**config.mk**
```make
export PLATFORM = sky130hd
export DESIGN_NAME = ahb3lite_csr_bank
export DESIGN_NICKNAME = d
export VERILOG_FILES = /design/src/rtl/ahb3lite_csr_bank.sv
export SDC_FILE = /design/constraint.sdc
export NUM_CORES = 2
export LEC_CHECK = 0
export ABC_AREA = 0
export CAP_MARGIN = 20
export CORE_AREA = 3 3 355 357
export DETAILED_ROUTE_END_ITERATION = 16
export DIE_AREA = 0 0 358 360
export GPL_TIMING_DRIVEN = 1
export PLACE_DENSITY = 0.52
export REMOVE_ABC_BUFFERS = 1
export SLEW_MARGIN = 5
export SYNTH_ARGS = -nofsm -noshare
export SYNTH_HDL_FRONTEND = slang
export SYNTH_SLANG_ARGS = --single-unit
```
**constraint.sdc**
```tcl
create_clock -name CLK -period 3.5 [get_ports CLK]
set_input_delay 0.7 -clock CLK [delete_from_list [all_inputs] [get_ports CLK]]
set_output_delay 0.7 -clock CLK [all_outputs]
set_load 0.02 [all_outputs]
```
**src/rtl/ahb3lite_csr_bank.sv**
```systemverilog
// AHB3-Lite control/status register bank: CNT x 32-bit registers with run-time
// per-register access modes, byte/halfword writes, read wait states and ERROR responses.
module ahb3lite_csr_bank #(
  parameter int unsigned CNT     = 8,
  parameter int unsigned RD_WAIT = 0,
  parameter bit          ERR_EN  = 1'b1
) (
  input  logic                  CLK,
  input  logic                  RESETn,
  input  logic                  HSEL,
  input  logic [31:0]           HADDR,
  input  logic [31:0]           HWDATA,
  input  logic                  HWRITE,
  input  logic [2:0]            HSIZE,
  input  logic [2:0]            HBURST,
  input  logic [3:0]            HPROT,
  input  logic [1:0]            HTRANS,
  input  logic                  HREADY,
  output logic [31:0]           HRDATA,
  output logic                  HREADYOUT,
  output logic                  HRESP,
  input  logic [CNT-1:0][2:0]   ACCESS,
  input  logic [CNT-1:0][31:0]  RSTVAL,
  input  logic [CNT-1:0][31:0]  REGIN,
  output logic [CNT-1:0][31:0]  REGOUT,
  output logic [CNT-1:0]        WSTB,
  output logic [CNT-1:0]        RSTB
);

  localparam int unsigned AW    = (CNT > 1) ? $clog2(CNT) : 1;
  localparam logic [9:0]  CNT_W = 10'(CNT);

  typedef enum logic [1:0] {S_IDLE, S_RWAIT, S_ERR1, S_ERR2} state_e;
  typedef enum logic [2:0] {M_RW, M_RO, M_WO, M_W1C, M_W1S, M_RC} mode_e;

  state_e               state_q, state_d;
  logic [2:0]           cnt_q, cnt_d;
  logic                 ph_valid_q, ph_write_q, ph_err_q;
  logic [AW-1:0]        ph_idx_q;
  logic [3:0]           ph_be_q;
  logic [CNT-1:0][31:0] regs_q, regs_d;
  logic [CNT-1:0]       wstb_q, wstb_d, rstb_q, rstb_d;

  logic                 acc, a_err;
  logic [3:0]           a_be;
  logic [31:0]          wmask, wbits, rdata;
  logic                 done_ok, wr_commit, rd_done;
  logic                 unused_ok;

  assign unused_ok = ^{HBURST, HPROT, HTRANS[0], HADDR[31:12]};

  // Address phase decode; the range check covers the bank's 4 KB window so
  // accesses just past the last register are reported rather than aliased.
  assign acc = HSEL & HREADY & HTRANS[1];

  always_comb begin
    case (HSIZE)
      3'd0:    a_be = 4'h1 << HADDR[1:0];
      3'd1:    a_be = 4'h3 << HADDR[1:0];
      default: a_be = 4'hF;
    endcase
  end

  assign a_err = (HADDR[11:2] >= CNT_W) | (HSIZE > 3'd2)
               | ((HSIZE == 3'd2) & (HADDR[1:0] != 2'd0))
               | ((HSIZE == 3'd1) & HADDR[0]);

  always_ff @(posedge CLK) begin
    if (!RESETn) begin
      ph_valid_q <= 1'b0;
      ph_write_q <= 1'b0;
      ph_err_q   <= 1'b0;
      ph_idx_q   <= '0;
      ph_be_q    <= '0;
    end else if (HREADY) begin
      ph_valid_q <= acc;
      ph_write_q <= HWRITE;
      ph_err_q   <= a_err;
      ph_idx_q   <= HADDR[AW+1:2];
      ph_be_q    <= a_be;
    end
  end

  always_ff @(posedge CLK) begin
    if (!RESETn) begin
      state_q <= S_IDLE;
      cnt_q   <= '0;
    end else begin
      state_q <= state_d;
      cnt_q   <= cnt_d;
    end
  end

  // IDLE and ERR2 are both completing cycles, so either may accept the next phase.
  always_comb begin
    state_d   = state_q;
    cnt_d     = cnt_q;
    HREADYOUT = 1'b1;
    HRESP     = 1'b0;
    case (state_q)
      S_RWAIT: begin
        HREADYOUT = 1'b0;
        if (cnt_q > 3'd1) cnt_d = cnt_q - 3'd1;
        else              state_d = S_IDLE;
      end
      S_ERR1: begin
        HREADYOUT = 1'b0;
        HRESP     = 1'b1;
        state_d   = S_ERR2;
      end
      default: begin
        HRESP   = (state_q == S_ERR2);
        state_d = S_IDLE;
        if (acc) begin
          if (a_err) begin
            if (ERR_EN) state_d = S_ERR1;
          end else if (!HWRITE && (RD_WAIT > 0)) begin
            state_d = S_RWAIT;
            cnt_d   = 3'(RD_WAIT);
          end
        end
      end
    endcase
  end

  assign done_ok   = ph_valid_q & ~ph_err_q & (state_q == S_IDLE);
  assign wr_commit = done_ok & ph_write_q;
  assign rd_done   = done_ok & ~ph_write_q;

  assign wmask = {{8{ph_be_q[3]}}, {8{ph_be_q[2]}}, {8{ph_be_q[1]}}, {8{ph_be_q[0]}}};
  assign wbits = HWDATA & wmask;

  always_comb begin
    rdata = '0;
    for (int unsigned i = 0; i < CNT; i++) begin
      if (ph_idx_q == AW'(i)) begin
        case (ACCESS[i])
          M_RW, M_W1C, M_W1S, M_RC: rdata = regs_q[i];
          M_WO:                     rdata = '0;
          default:                  rdata = REGIN[i];
        endcase
      end
    end
  end

  assign HRDATA = rd_done ? rdata : '0;

  // Software write first, then the hardware term; set/clear priority lives in
  // the ordering of the two terms per mode.
  always_comb begin
    regs_d = regs_q;
    wstb_d = '0;
    rstb_d = '0;
    for (int unsigned i = 0; i < CNT; i++) begin
      wstb_d[i] = wr_commit && (ph_idx_q == AW'(i));
      rstb_d[i] = rd_done && (ph_idx_q == AW'(i));
      case (ACCESS[i])
        M_RW, M_WO: if (wstb_d[i]) regs_d[i] = wbits | (regs_q[i] & ~wmask);
        M_W1C:      regs_d[i] = (regs_q[i] & ~(wstb_d[i] ? wbits : '0)) | REGIN[i];
        M_W1S:      regs_d[i] = (regs_q[i] | (wstb_d[i] ? wbits : '0))
                              & ~(REGIN[i] & ~(wstb_d[i] ? wbits : '0));
        M_RC:       regs_d[i] = (rstb_d[i] ? '0 : regs_q[i]) | REGIN[i];
        default:    regs_d[i] = REGIN[i];
      endcase
    end
  end

  always_ff @(posedge CLK) begin
    if (!RESETn) begin
      regs_q <= RSTVAL;
      wstb_q <= '0;
      rstb_q <= '0;
    end else begin
      regs_q <= regs_d;
      wstb_q <= wstb_d;
      rstb_q <= rstb_d;
    end
  end

  assign REGOUT = regs_q;
  assign WSTB   = wstb_q;
  assign RSTB   = rstb_q;

endmodule

```
==> reports/qor.yml <==
die_w_um: 358
final_common_cell: "clkdlybuf4s50_1"
worst-path-max-fanout: 7
grtUsageTotal_pct: 38.7
r2r_slack_ns: 0.47
ys_types: 83
fin_ws_ns: -0.392
status: "finished, violations left"
ioPinCount: 923
startpoint_type: "flop"
synthXorXnorAreaFrac_pct: 0.481
avgViaCountPerCell: 6.31
synthSimpleGateAreaFrac_pct: 14.2
required_ns: 2.80
fp.dieH_um: 360
ys.flop_type: "edfxtp_1"
rows: 129
dp_hpwl_um: 195000
routabilityCongestion: 1.02
synth_top_area_cell: "edfxtp_1"
syn_avg_cell_area_um2: 7.07
leakagePower_nw: 19.0
synth-compound-area-share_pct: 45.6
synth-seq-area-share_pct: 27.1
place.port_buffers: 894
layout_common_cells: "clkdlybuf4s50_1, a21oi_1, o21ai_0, buf_4, nand2_1"
cts_sinks: 287
min-delay-start: "cnt_q[1]$_SDFFE_PN0P_"
grt_max_degree: 88
hold_viol_final: 0
final_nets: 6120
startpoint: "ph_idx_q[0]$_SDFFE_PN0P_"
slew_viol_final: 0
syn-cell-area_um2: 30700
yosysTopAreaCellShare_pct: 25.1
wirelength_um: 265000
root_buffer: "clkbuf_16"
synthesis.instances: 4335
cts_hold_buf: 0
clk_latency_ns: 0.64
violations: "negative setup slack"
synth-edff-count: 256
finalPower_mw: 17.5
synth-async-reset-ratio_pct: 0
hp-class: "reg2reg"
worstReg2RegStart: "ph_idx_q[1]$_SDFFE_PN0P_"
drt_iter0_markers: 6918
dieArea_um2: 129000
hold_depth: 2
first_global_vias: 41700
antenna_found_initial: 69
max_cap_violations: 0
yosys.area_share.adder_pct: 0.245
fmax_mhz: 257
synth_warnings: 0
placed_area_um2: 44900
grt_pass1_wl_um: 352000
fin_area_um2: 49400
r2r_end: "REGOUT[203]$_DFFE_PP_"
start_util_pct: 24.9
cts_buffers: 46
cp.arrival_ns: 3.19
power_density_nw_per_um2: 354
crit_type: "reg2out"
synthTopCellsByArea: "edfxtp_1, a21oi_1, o21ai_0"
path_clk_slew_ns: 0.06
cts_tree: "yes"
peakVddDrop_mv: 0.351
overflow: 0
synth-seq-cells: 287
vias: 45500
ant_nets: 0
finClkSkew_ns: 0.0189
min_to: "cnt_q[1]$_SDFFE_PN0P_"
worstRegToRegCells: 15
cts_htree_levels: 2
clockBufferDepth: 3
wl_per_cell_um: 36.8
slew_headroom_pct: 21.5
setup_viol: 31
drive_above_1_share_pct: 19.8
final.min_clock_period_ns: 3.89
tightestPinTransition_ns: 1.17
firstDrtPassIters: 9
end_kind: "output port"
syn2layout_area_growth_pct: 61.0
finalCritPeriodShare_pct: 111
drc: 0
synth_mux_area_share_pct: 3.39
core-area_um2: 123000
rsz0062_at_grt: "yes"
synth_top_family_by_area: "compound AO/OA/AOI/OAI gates"
-- sequential cells by signal, summed over array words and instances (netlist names) --
signal,count
ph_err_q,1
ph_write_q,1
ph_be_q,4
RSTB,8
ph_idx_q,3
REGOUT,256
cnt_q,3
WSTB,8
state_q,2
ph_valid_q,1
-- metrics by stage --
stage               setup slack [ns]  setup TNS, ns  hold slack [ns]  instances  util (%)
finish                        -0.392          -4.68            0.456       7213      40.0
global route                  -0.371          -5.60            0.475       7193      40.0
CTS                           -0.310          -5.25            0.456       7130      39.3
detailed placement             -1.00         -19.80            0.448       6983      36.4
global placement               -1.07         -19.98            0.442       6982      36.4
floorplan                     -0.967         -99.69            0.436       3884         -
-- critical path: stages, from the launching register on --
cell      delay (ns)
dfxtp_4         0.37
or3b_4          0.50
buf_6           0.18
a21oi_2         0.09
o211ai_1        0.21
o41a_1          0.31
a311oi_4        0.51
o22ai_4         0.19
buf_12          0.17
-- worst max path at each step --
| stage | end | slack, ns |
|---|---|---|
| finish | HRDATA[11] | -0.39 |
| floorplan | REGOUT[190]$_DFFE_PP_ | -0.97 |
| global route | HRDATA[11] | -0.37 |
| global placement | HRDATA[17] | -1.07 |
| CTS | HRDATA[29] | -0.31 |
| detailed placement | HRDATA[17] | -1.00 |
-- repair_timing --
action	CTS	global route
endpoints found under the setup margin	32	32
hold endpoints to repair	0	0
gates resized for setup	346	105
cloned	6	7
pin swaps	88	66
buffers inserted	69	40
-- cell type report --
| class | instances | area, µm² |
|---|---|---|
| Fill cell | 12700 | 73900 |
| Multi-Input combinational cell | 3354 | 21100 |
| Timing Repair Buffer | 1565 | 15400 |
| Sequential cell | 287 | 8320 |
| Tap cell | 1637 | 2050 |
| Clock buffer | 71 | 1450 |
| Inverter | 243 | 922 |
| Clock inverter | 14 | 105 |
| Antenna cell | 42 | 105 |
-- synth_stat cells (4+ instances only) --
cell       count
a22oi_1       42
a222oi_1       5
and2_0        12
nand2_1      399
clkbuf_1     342
o2111ai_1     11
o221ai_1       4
inv_1        241
a21o_1         5
a221oi_1     316
a31o_2         4
a21oi_1      775
dfxtp_1       31
a22o_1        13
and3b_1        8
mux2i_1       51
o21a_1         4
edfxtp_1     256
or3_1         86
o21ai_1       82
nor3_1        12
buf_4         10
nand2b_1       9
nand3_1       32
or2_2          8
buf_2         82
xnor2_1        6
o221a_2       34
o211ai_1      11
nor2_1       302
and2_1        35
o22ai_1      232
a31oi_1       33
a211o_1        7
o21ai_0      579
and3_1         5
a32oi_1        7
ha_1           6
nor2b_1        9
a221o_1       88
nand4_1        7
mux2_2        47
buf_1         14
xor2_1         9
-- power by group --
group	leakage (nW)	internal (mW)	switching (mW)	total [mW]
Combinational	15.3	3.13	4.37	7.50
Sequential	2.90	4.23	0.698	4.93
Clock	0.768	2.93	2.14	5.07
-- per-layer routing --
metal	track usage, %	part of all wire (%)
met1	48.4	38
met2	56.2	42
met3	12.7	13
met4	25.9	7.7
met5	0.519	0.13
-- cell families after synthesis --
logic type / Yosys count
AO/OA/AOI/OAI: 2273
multiplexers: 98
flip-flops: 287
AND/OR/NAND/NOR: 961
adder cells (fa/ha/maj): 6
buffers and inverters: 694
XOR/XNOR: 16
(Power assumes the default switching activity.)
